`src/rtl/fetch_pair_queue.sv`:
```
// fetch_pair_queue: dual-slot in-order instruction buffer between the 64-bit
// fetch line and the dual-issue stage. Takes up to two instructions per cycle,
// presents the two oldest, and retires 0..2 per cycle. Flush empties it.
module fetch_pair_queue #(
  parameter int DEPTH = 8
) (
  input  logic        clk_i,
  input  logic        rst_i,
  input  logic        flush_i,
  input  logic        in_valid_i,
  input  logic [1:0]  in_mask_i,
  input  logic [31:0] in_pc_i,
  input  logic [63:0] in_instr_i,
  output logic        in_accept_o,
  output logic        fetch0_valid_o,
  output logic [31:0] fetch0_instr_o,
  output logic [31:0] fetch0_pc_o,
  output logic        fetch1_valid_o,
  output logic [31:0] fetch1_instr_o,
  output logic [31:0] fetch1_pc_o,
  input  logic        issue0_accept_i,
  input  logic        issue1_accept_i
);

  localparam int PW = $clog2(DEPTH);
  localparam int CW = PW + 1;

  logic [PW-1:0] head_q, head_d;
  logic [PW-1:0] tail_q, tail_d;
  logic [CW-1:0] count_q, count_d;
  logic [31:0]   instr_mem_q [DEPTH];
  logic [31:0]   pc_mem_q    [DEPTH];

  logic [PW-1:0] head_nxt;
  logic [PW-1:0] tail_nxt;
  logic          push_en;
  logic [1:0]    push_cnt;
  logic [1:0]    pop_cnt;

  assign head_nxt = head_q + PW'(1);
  assign tail_nxt = tail_q + PW'(1);

  // Room for a full line is judged on the registered count only; a pop in the
  // same cycle earns no credit, keeping this off the issue-accept timing path.
  assign in_accept_o = ~rst_i & (count_q <= CW'(DEPTH - 2));
  assign push_en     = in_valid_i & in_accept_o & ~flush_i;

  assign fetch0_valid_o = (count_q != '0);
  assign fetch1_valid_o = (count_q >= CW'(2));

  assign fetch0_instr_o = fetch0_valid_o ? instr_mem_q[head_q]   : 32'h0;
  assign fetch0_pc_o    = fetch0_valid_o ? pc_mem_q[head_q]      : 32'h0;
  assign fetch1_instr_o = fetch1_valid_o ? instr_mem_q[head_nxt] : 32'h0;
  assign fetch1_pc_o    = fetch1_valid_o ? pc_mem_q[head_nxt]    : 32'h0;

  // Push/pop counts and next pointer/count state; flush overrides everything.
  always_comb begin
    push_cnt = 2'd0;
    if (push_en) begin
      push_cnt = {1'b0, in_mask_i[0]} + {1'b0, in_mask_i[1]};
    end
    // Slot 1 only retires alongside slot 0, so issue1 alone removes nothing.
    pop_cnt = {1'b0, issue0_accept_i & fetch0_valid_o}
            + {1'b0, issue0_accept_i & issue1_accept_i & fetch1_valid_o};
    count_d = count_q + CW'(push_cnt) - CW'(pop_cnt);
    head_d  = head_q + PW'(pop_cnt);
    tail_d  = tail_q + PW'(push_cnt);
    if (flush_i) begin
      count_d = '0;
      head_d  = '0;
      tail_d  = '0;
    end
  end

  // Pointer and occupancy registers; reset outranks flush.
  always_ff @(posedge clk_i) begin
    if (rst_i) begin
      head_q  <= '0;
      tail_q  <= '0;
      count_q <= '0;
    end else begin
      head_q  <= head_d;
      tail_q  <= tail_d;
      count_q <= count_d;
    end
  end

  // Entry storage: low word at tail, high word at tail+1 (or at tail when
  // the low word is absent). Contents are never cleared.
  always_ff @(posedge clk_i) begin
    if (push_en && in_mask_i[0]) begin
      instr_mem_q[tail_q] <= in_instr_i[31:0];
      pc_mem_q[tail_q]    <= in_pc_i;
    end
    if (push_en && in_mask_i[1]) begin
      instr_mem_q[in_mask_i[0] ? tail_nxt : tail_q] <= in_instr_i[63:32];
      pc_mem_q[in_mask_i[0] ? tail_nxt : tail_q]    <= in_pc_i + 32'd4;
    end
  end

endmodule
```
`config.mk`:
```
export PLATFORM = sky130hd
export DESIGN_NAME = fetch_pair_queue
export DESIGN_NICKNAME = d
export VERILOG_FILES = /design/src/rtl/fetch_pair_queue.sv
export SDC_FILE = /design/constraint.sdc
export NUM_CORES = 1
export LEC_CHECK = 0
export ABC_AREA = 1
export CORE_MARGIN = 2
export CORE_UTILIZATION = 48
export CTS_CLUSTER_DIAMETER = 80
export DETAILED_ROUTE_END_ITERATION = 8
export PLACE_DENSITY = 0.79
export SETUP_SLACK_MARGIN = 0.5
export SLEW_MARGIN = 20
export SYNTH_ARGS = -nofsm -noshare
export SYNTH_HDL_FRONTEND = slang
export SYNTH_SLANG_ARGS = --single-unit
```
`constraint.sdc`:
```
create_clock -name clk_i -period 7.2 [get_ports clk_i]
set_input_delay 1.08 -clock clk_i [delete_from_list [all_inputs] [get_ports clk_i]]
set_output_delay 1.08 -clock clk_i [all_outputs]
set_load 0.03 [all_outputs]
```
Yosys cells after proc, flatten, opt, wreduce, memory -nomap -nowiden
Memories as Yosys holds them, arrays and structs flattened. A register that Yosys moved wholly into a read port is not among the register bits.
Cells that the tools add are included.

word-level totals
  output and inout bits = 131
  memories = 2
  input bits = 104
  bits in registers = 10
  logic and storage cells = 40
  bits in writable memories = 512

memories
  memory       words  bits a word  read ports  clocked after Yosys merged registers in  write ports  line  RTL
  instr_mem_q  8      32           2           1                                        2            31    logic [31:0] instr_mem_q [DEPTH];
  pc_mem_q     8      32           2           1                                        2            32    logic [31:0] pc_mem_q [DEPTH];

cells by class
  mux-type cells = 12
  bitwise gates (word level) = 8
  $lt $le $gt $ge = 2
  add/subtract/negate cells = 9
  reduce and logical (&&, ||, !) cells = 4

operator list
  kind                                                                number
  2-to-1 mux 32 bit                                                   4
  adder 32 x 3 -> 32 bit (second input constant)                      1
  2-to-1 mux 3 bit                                                    3
  adder 3 x 1 -> 3 bit (second input constant)                        2
  adder 3 x 2 -> 3 bit                                                2
  AND 1 bit                                                           6
  adder 1 x 1 -> 2 bit                                                2
  adder 4 x 2 -> 4 bit                                                1
  greater-or-equal comparator 4 x 2 -> 1 bit (second input constant)  1
  <= comparator 4 x 3 -> 1 bit (second input constant)                1
  2-to-1 mux 1 bit                                                    4
  nonzero test 4 bit                                                  1
  subtractor 4 x 2 -> 4 bit                                           1
  logical AND 1 bit                                                   2
  2-to-1 mux 2 bit                                                    1
  NOT 1 bit                                                           2
  OR reduction 2 bit                                                  1

Depth between registers and ports, before layout
Gate-level depths: netlist of run 1.

  depth after elaboration = 7
  depth in mapped cells = 15
  gate-level depth less buffers = 15

Worst setup path after synthesis of run 1
No wires, ideal clock.

  path kind = in2reg
  start point = input in_valid_i
  end point = memory instr_mem_q[0][0] (enable)
  arrival time = 6.120 ns
  buffers on the path = 0
  required time = 6.626 ns
  stages on the path = 6
  path slack = 0.505 ns
  setup time = 0.574 ns
  cells stage by stage = inv_1 > nor2_1 > nand3_1 > inv_1 > nand3_1 > o21ai_0

RTL lines
  item                line  RTL
  start: declaration  10    input logic in_valid_i,
  end: declaration    31

Final worst setup path of run 1
  start point = register head_q[0]
  end point = output fetch1_instr_o[8]

on the way
  word-level cells in the longest chain between the ends = 3

RTL lines
  item                      line  RTL
  start: declaration        28    logic [PW-1:0] head_q, head_d;
  start signal: assignment  78    head_q <= '0;
  start signal: assignment  82    head_q <= head_d;
  adder 3 x 1 -> 3 bit      40    assign head_nxt = head_q + PW'(1);
  memory (8 x 32 bit)       n/a
  2-to-1 mux 32 bit         53    assign fetch1_instr_o = fetch1_valid_o ? instr_mem_q[head_nxt] : 32'h0;
  end: declaration          19    output logic [31:0] fetch1_instr_o,

No other way between the ends.

==> run summary, run 1 <==
sequential area share after synthesis = 0.473
final hold violation count = 0
Hold Path Class = register to register
Max Fanout on Critical Path = 241
area leader, netlist = edfxtp_1
Max Cap Violations = 0
final-report max-slew violation count = 0
clock skew = 0.0115 ns
die area = 0.0708 mm2
hold buffers post-CTS = 0
max_slew headroom = 0.225
Peak supply drop = 0.250 mV
Final Critical Period = 5.88 ns
initial antenna violation count = 10
cts bufs inserted = 57
Setup TNS = 0 ns
status = completed
top-area cell type share of the netlist area = 0.467
Rows = 96
cell area after layout = 0.0368 mm2
Via Count = 30.6k
Root Buffer = clkbuf_16
Horiz. Die Dim = 266 um
Critical Path Sink Type = primary output
reg2reg setup slack = 3.03 ns
most frequent cell after synthesis = nand2_1
YS warnings = 0
Boundary Pins = 235
met3 wire length = 12000 um
GRT Resource Usage Total = 0.292
Post-Syn Instances = 4326
antenna viol nets, final = 0
CTS sink cnt = 522
Reg2Reg Depth = 10
Post-DP Area = 0.0350 mm2
reg2reg start = count_q[3]
layout cells sized above 1 = 0.0554
CTS tree = done
WL final = 106000 um
Lkg Pwr = 13.2 nW
PostCTS Resize Cnt = 0
DR DRC count = 0
CP Launch Type = register
Worst Path Arrival = 4.80 ns
drt first pass iters = 7
met1 WL = 39600 um
max layer used = met5
Crit path required time = 6.12 ns
HP Start = tail_q[2]
Post-Synthesis Net Count = 4447
Highest Clock Rate = 0.170 GHz
RSZ-0062 raised after global routing = false
number of vias per cell = 5.87
ranking of synthesized cells by area = edfxtp_1 (47%), nand2_1 (15%), o21ai_0 (10%)
GR Overflow Total = 0
post-synthesis cell type count = 34
GPL Wtd Cong = 0.914
met2 wire len = 50000 um
worst hold path stage count = 2
Initial DRC Count = 3597
Clock Tree Buf Depth = 3
pwr dens = 312 mW/mm2
ys async rst share = 0
DP Wirelength = 60100 um
CTS H-tree depth = 2
worst-margin pin slew = 1.16 ns
critical path startpoint = head_q[0]
syn avg cell area = 7.62 um2
initial core utilization = 0.483
CORE AREA = 0.0682 mm2
worst r2r dst = instr_mem_q[6][14]
Die Y = 266 um
P&R area growth vs syn = 11.8%
vias in the first global route = 28.9k
Post-Synthesis Cell Area = 0.0330 mm2
WL/cell = 20.2 um
fin worst setup slack = 1.32 ns
Seq cells post-synth = 522
Post-Place Setup Slack = 1.82 ns
Hold EP = tail_q[2]
first-pass GRT wire length = 162000 um
Crit Path Class = register to primary output
fin nets = 4415
Port Buffers = 234
Post-CTS Setup Inserts = 0
final period utilization = 0.816
Post-synth EDFFs = 512
final count of negative-setup-slack endpoints = 0
most frequent cells after synthesis = nand2_1 (1305), o21ai_0 (665), edfxtp_1 (512)
Primary FF master, synth = edfxtp_1
largest net degree at the start of global routing = 242
Clk Latency, worst-skew pair = 0.63 ns
Reg clk slew, reported paths = 0.06 ns
-- cell type report --
cell class	count	area, um2
Clock buffer	76	1540
Multi-Input combinational cell	3140	14500
Clock inverter	25	246
Timing Repair Buffer	281	2790
Sequential cell	522	15600
Fill cell	6123	31400
Inverter	292	1110
Antenna cell	3	7.51
Tap cell	882	1100
-- placed cells by master, fill, tap and decap left out, drive strengths merged --
master / Yosys / final
a21o: 1 / 1
a21oi: 387 / 387
buf: 255 / 47
bufinv: 0 / 4
clkbuf: 117 / 76
clkdlybuf4s50: 0 / 234
clkinv: 1 / 22
dfxtp: 10 / 10
diode: 0 / 3
edfxtp: 512 / 512
fa: 4 / 4
ha: 13 / 13
inv: 291 / 291
nand2: 1310 / 1310
nand3: 159 / 159
nand3b: 4 / 4
nand4: 1 / 1
nor2: 328 / 328
nor3: 64 / 64
o211ai: 64 / 64
o21ai: 716 / 716
or2: 64 / 64
xnor2: 5 / 5
xor2: 20 / 20
-- stage by stage --
step / power, mW / hold slack (ns) / std cells / util
after global routing: 12.0 / 0.670 / 5218 / 0.540
after CTS: 11.5 / 0.633 / 5217 / 0.539
after global placement: 8.55 / 0.585 / 5116 / 0.513
after detailed placement: 8.62 / 0.580 / 5116 / 0.513
final: 11.5 / 0.624 / 5221 / 0.540
after floorplan: 6.71 / 0.533 / 4326 / -
-- critical path: stages (launching register included) --
cell	delay, ns
dfxtp_4	0.90
clkinv_8	0.73
buf_12	0.56
nand2_1	0.14
nand2_1	0.05
o21ai_0	0.18
a21oi_1	0.07
nor3_1	0.36
clkdlybuf4s50_1	0.76
-- kinds of logic after synthesis --
logic type,Yosys count,synth area share
adder cells (fa/ha/maj),17,0.00737
buffers and inverters,664,0.0933
AO/OA/AOI/OAI,1168,0.182
AND/OR/NAND/NOR,1930,0.236
flip-flops,522,0.473
XOR/XNOR,25,0.00801
-- metal layers --
| metal | track usage | vias up |
|---|---|---|
| met5 | 0 | - |
| met4 | 0.123 | 18 |
| met3 | 0.0594 | 307 |
| met2 | 0.485 | 1893 |
| met1 | 0.372 | 14100 |
| li1 | - | 14300 |
-- worst max path at each step --
| stage | end | slack (ns) | depth (start not counted) |
|---|---|---|---|
| 2_1_floorplan | instr_mem_q[0][0] | 0.51 | 6 |
| 3_5_place_dp | instr_mem_q[6][14] | 1.82 | 8 |
| 5_1_grt | fetch1_instr_o[8] | 1.09 | 8 |
| 4_1_cts | fetch1_pc_o[31] | 1.42 | 7 |
| 6_report | fetch1_instr_o[8] | 1.32 | 8 |
| 3_3_place_gp | instr_mem_q[6][13] | 1.91 | 8 |
-- sequential cells by signal, indices dropped and copies added, names as in the netlist --
register,flops
tail_q,3
instr_mem_q,256
pc_mem_q,256
head_q,3
count_q,4
-- power by group --
group | leakage (nW) | total [mW] | internal, mW | switching [mW]
Clock | 0.879 | 2.89 | 1.64 | 1.25
Sequential | 4.69 | 3.44 | 3.38 | 0.0579
Combinational | 7.59 | 5.17 | 1.71 | 3.46
Total | 13.2 | 11.5 | 6.73 | 4.77
Note: power is estimated with default switching activity, not from simulation.
==> inputs of run 2 (changes only) <==
Clock period 7.2 ns to 5.9 ns, I/O delays scaled along.
==> run summary, run 2 (synthesis gave the netlist of run 1 again) <==
Placed Cells incl. Taps = 5114 (was 5116)
DR DRC count = 0 (unchanged)
Lkg Pwr = 13.2 nW (about the same)
Boundary Pins = 235 (unchanged)
antenna viol nets, final = 0 (unchanged)
Final Instance Count excl. Fillers = 5220 (was 5221)
drt first pass iters = 6 (was 7)
Post-CTS Setup Inserts = 0 (unchanged)
Via Count = 30.8k (was 30.6k)
Max Fanout on Critical Path = 79 (was 241)
Port Buffers = 234 (unchanged)
largest net degree at the start of global routing = 266 (was 242)
GR Overflow Total = 0 (unchanged)
antenna diode count = 0 (was 3)
CP Launch Type = register (unchanged)
status = completed (unchanged)
WL/cell = 20.2 um (about the same)
vias in the first global route = 28.3k (was 28.9k)
GPL Wtd Cong = 0.950 (was 0.914)
layout cells sized above 1 = 0.0560 (was 0.0554)
Highest Clock Rate = 0.190 GHz
die area = 0.0708 mm2 (unchanged)
Initial DRC Count = 4170 (was 3597)
Post-Place Setup Slack = 1.28 ns (was 1.82 ns)
initial core utilization = 0.483 (unchanged)
Post-DP Area = 0.0351 mm2 (was 0.0350 mm2)
Root Buffer = clkbuf_16 (unchanged)
Hold Path Class = register to register (unchanged)
number of vias per cell = 5.90 (was 5.87)
Crit path required time = 5.02 ns (was 6.12 ns)
Largest regs = instr_mem_q x256, pc_mem_q x256, count_q x4 (unchanged)
final count of negative-setup-slack endpoints = 0 (unchanged)
Setup TNS = 0 ns (unchanged)
cts bufs inserted = 56 (was 57)
pwr dens = 385 mW/mm2 (was 312 mW/mm2)
Reg clk slew, reported paths = 0.06 ns (about the same)
final-report max-slew violation count = 0 (unchanged)
Rows = 96 (unchanged)
Max Cap Violations = 0 (unchanged)
fin nets = 4412 (was 4415)
WL final = 105000 um (was 106000 um)
Clock Tree Buf Depth = 3 (unchanged)
Total Power = 14.3 mW (was 11.5 mW)
CTS H-tree depth = 2 (unchanged)
worst-margin pin slew = 1.15 ns (was 1.16 ns)
first-pass GRT wire length = 158000 um (was 162000 um)
CTS tree = done (unchanged)
Critical Path Sink Type = primary output (unchanged)
Crit Path Class = register to primary output (unchanged)
Clk Latency, worst-skew pair = 0.63 ns (about the same)
fin util = 0.542 (was 0.540)
CORE AREA = 0.0682 mm2 (unchanged)
GRT Resource Usage Total = 0.287 (was 0.292)
Final Critical Period = 5.26 ns
commonest non-fill, non-tap cells in the layout = nand2_1 (1305), o21ai_0 (657), edfxtp_1 (512), a21oi_1 (387), nor2_1 (311) (unchanged)
final period utilization = 0.892
DP Wirelength = 61100 um (was 60100 um)
max_slew headroom = 0.233 (was 0.225)
P&R area growth vs syn = 12.3% (was 11.8%)
Die Y = 266 um (unchanged)
fillcell total = 6049 (was 6123)
commonest non-fill, non-tap cell in the layout = nand2_1 (unchanged)
CTS sink cnt = 522 (unchanged)
cell area after layout = 0.0370 mm2 (was 0.0368 mm2)
PostCTS Resize Cnt = 0 (unchanged)
final hold violation count = 0 (unchanged)
WHS = 0.572 ns (was 0.624 ns)
clock skew = 0.0260 ns (was 0.0115 ns)
RSZ-0062 raised after global routing = false (unchanged)
Horiz. Die Dim = 266 um (unchanged)
hold buffers post-CTS = 0 (unchanged)
Worst Path Arrival = 4.38 ns (was 4.80 ns)
Peak supply drop = 0.316 mV (was 0.250 mV)
initial antenna violation count = 6 (was 10)
fin worst setup slack = 0.639 ns (was 1.32 ns)
run 2: changes by cell type in the layout (fill, tap and decap cells not counted), sizes merged:
cell	previous run	this run
clkinvlp	0	2
bufinv	4	9
clkbuf	76	66
diode	3	0
inv	291	294
buf	47	45
clkinv	22	26
run 2: area by class of cell:
| class | instances | area (um2) | area share |
|---|---|---|---|
| repair buffers | 279 | 2870 | 0.0776 |
| well taps | 882 | 1100 | 0.0298 |
| multi-input cells | 3140 | 14500 | 0.391 |
| flip-flops and latches | 522 | 15600 | 0.421 |
| inverters | 292 | 1100 | 0.0298 |
| clock inverters | 39 | 427 | 0.0115 |
| clock buffers | 66 | 1460 | 0.0395 |
run 2: worst paths after layout:
check	end	from	slack (ns)	depth (start not counted)
max	fetch1_instr_o[31]	head_q[1]	0.64	7
min	tail_q[2]	tail_q[2]	0.57	2
max reg2reg	instr_mem_q[4][28]	count_q[3]	2.22	10
min reg2reg	tail_q[2]	tail_q[2]	0.57	2
run 2: worst max-delay path, stage by stage (launching register included):
cell	delay, ns
dfxtp_4	0.68
ha_4	0.85
buf_4	0.58
a21oi_1	0.08
o21ai_0	0.12
a21oi_1	0.09
nor3_1	0.46
clkdlybuf4s50_1	0.78
run 2: routing by layer:
layer,global-route usage,share of wire,vias up
met3,0.0507,0.12,360
met2,0.482,0.47,1971
met1,0.364,0.37,14100
li1,-,-,14400
met5,0,0.00067,-
met4,0.123,0.042,12
run 2: where the power goes:
part | switching (mW) | leakage, nW | internal [mW] | total [mW]
sequential | 0.0323 | 4.69 | 4.13 | 4.16
combinational | 4.30 | 7.61 | 2.11 | 6.41
clock | 1.53 | 0.923 | 2.16 | 3.69
total | 5.85 | 13.2 | 8.40 | 14.3
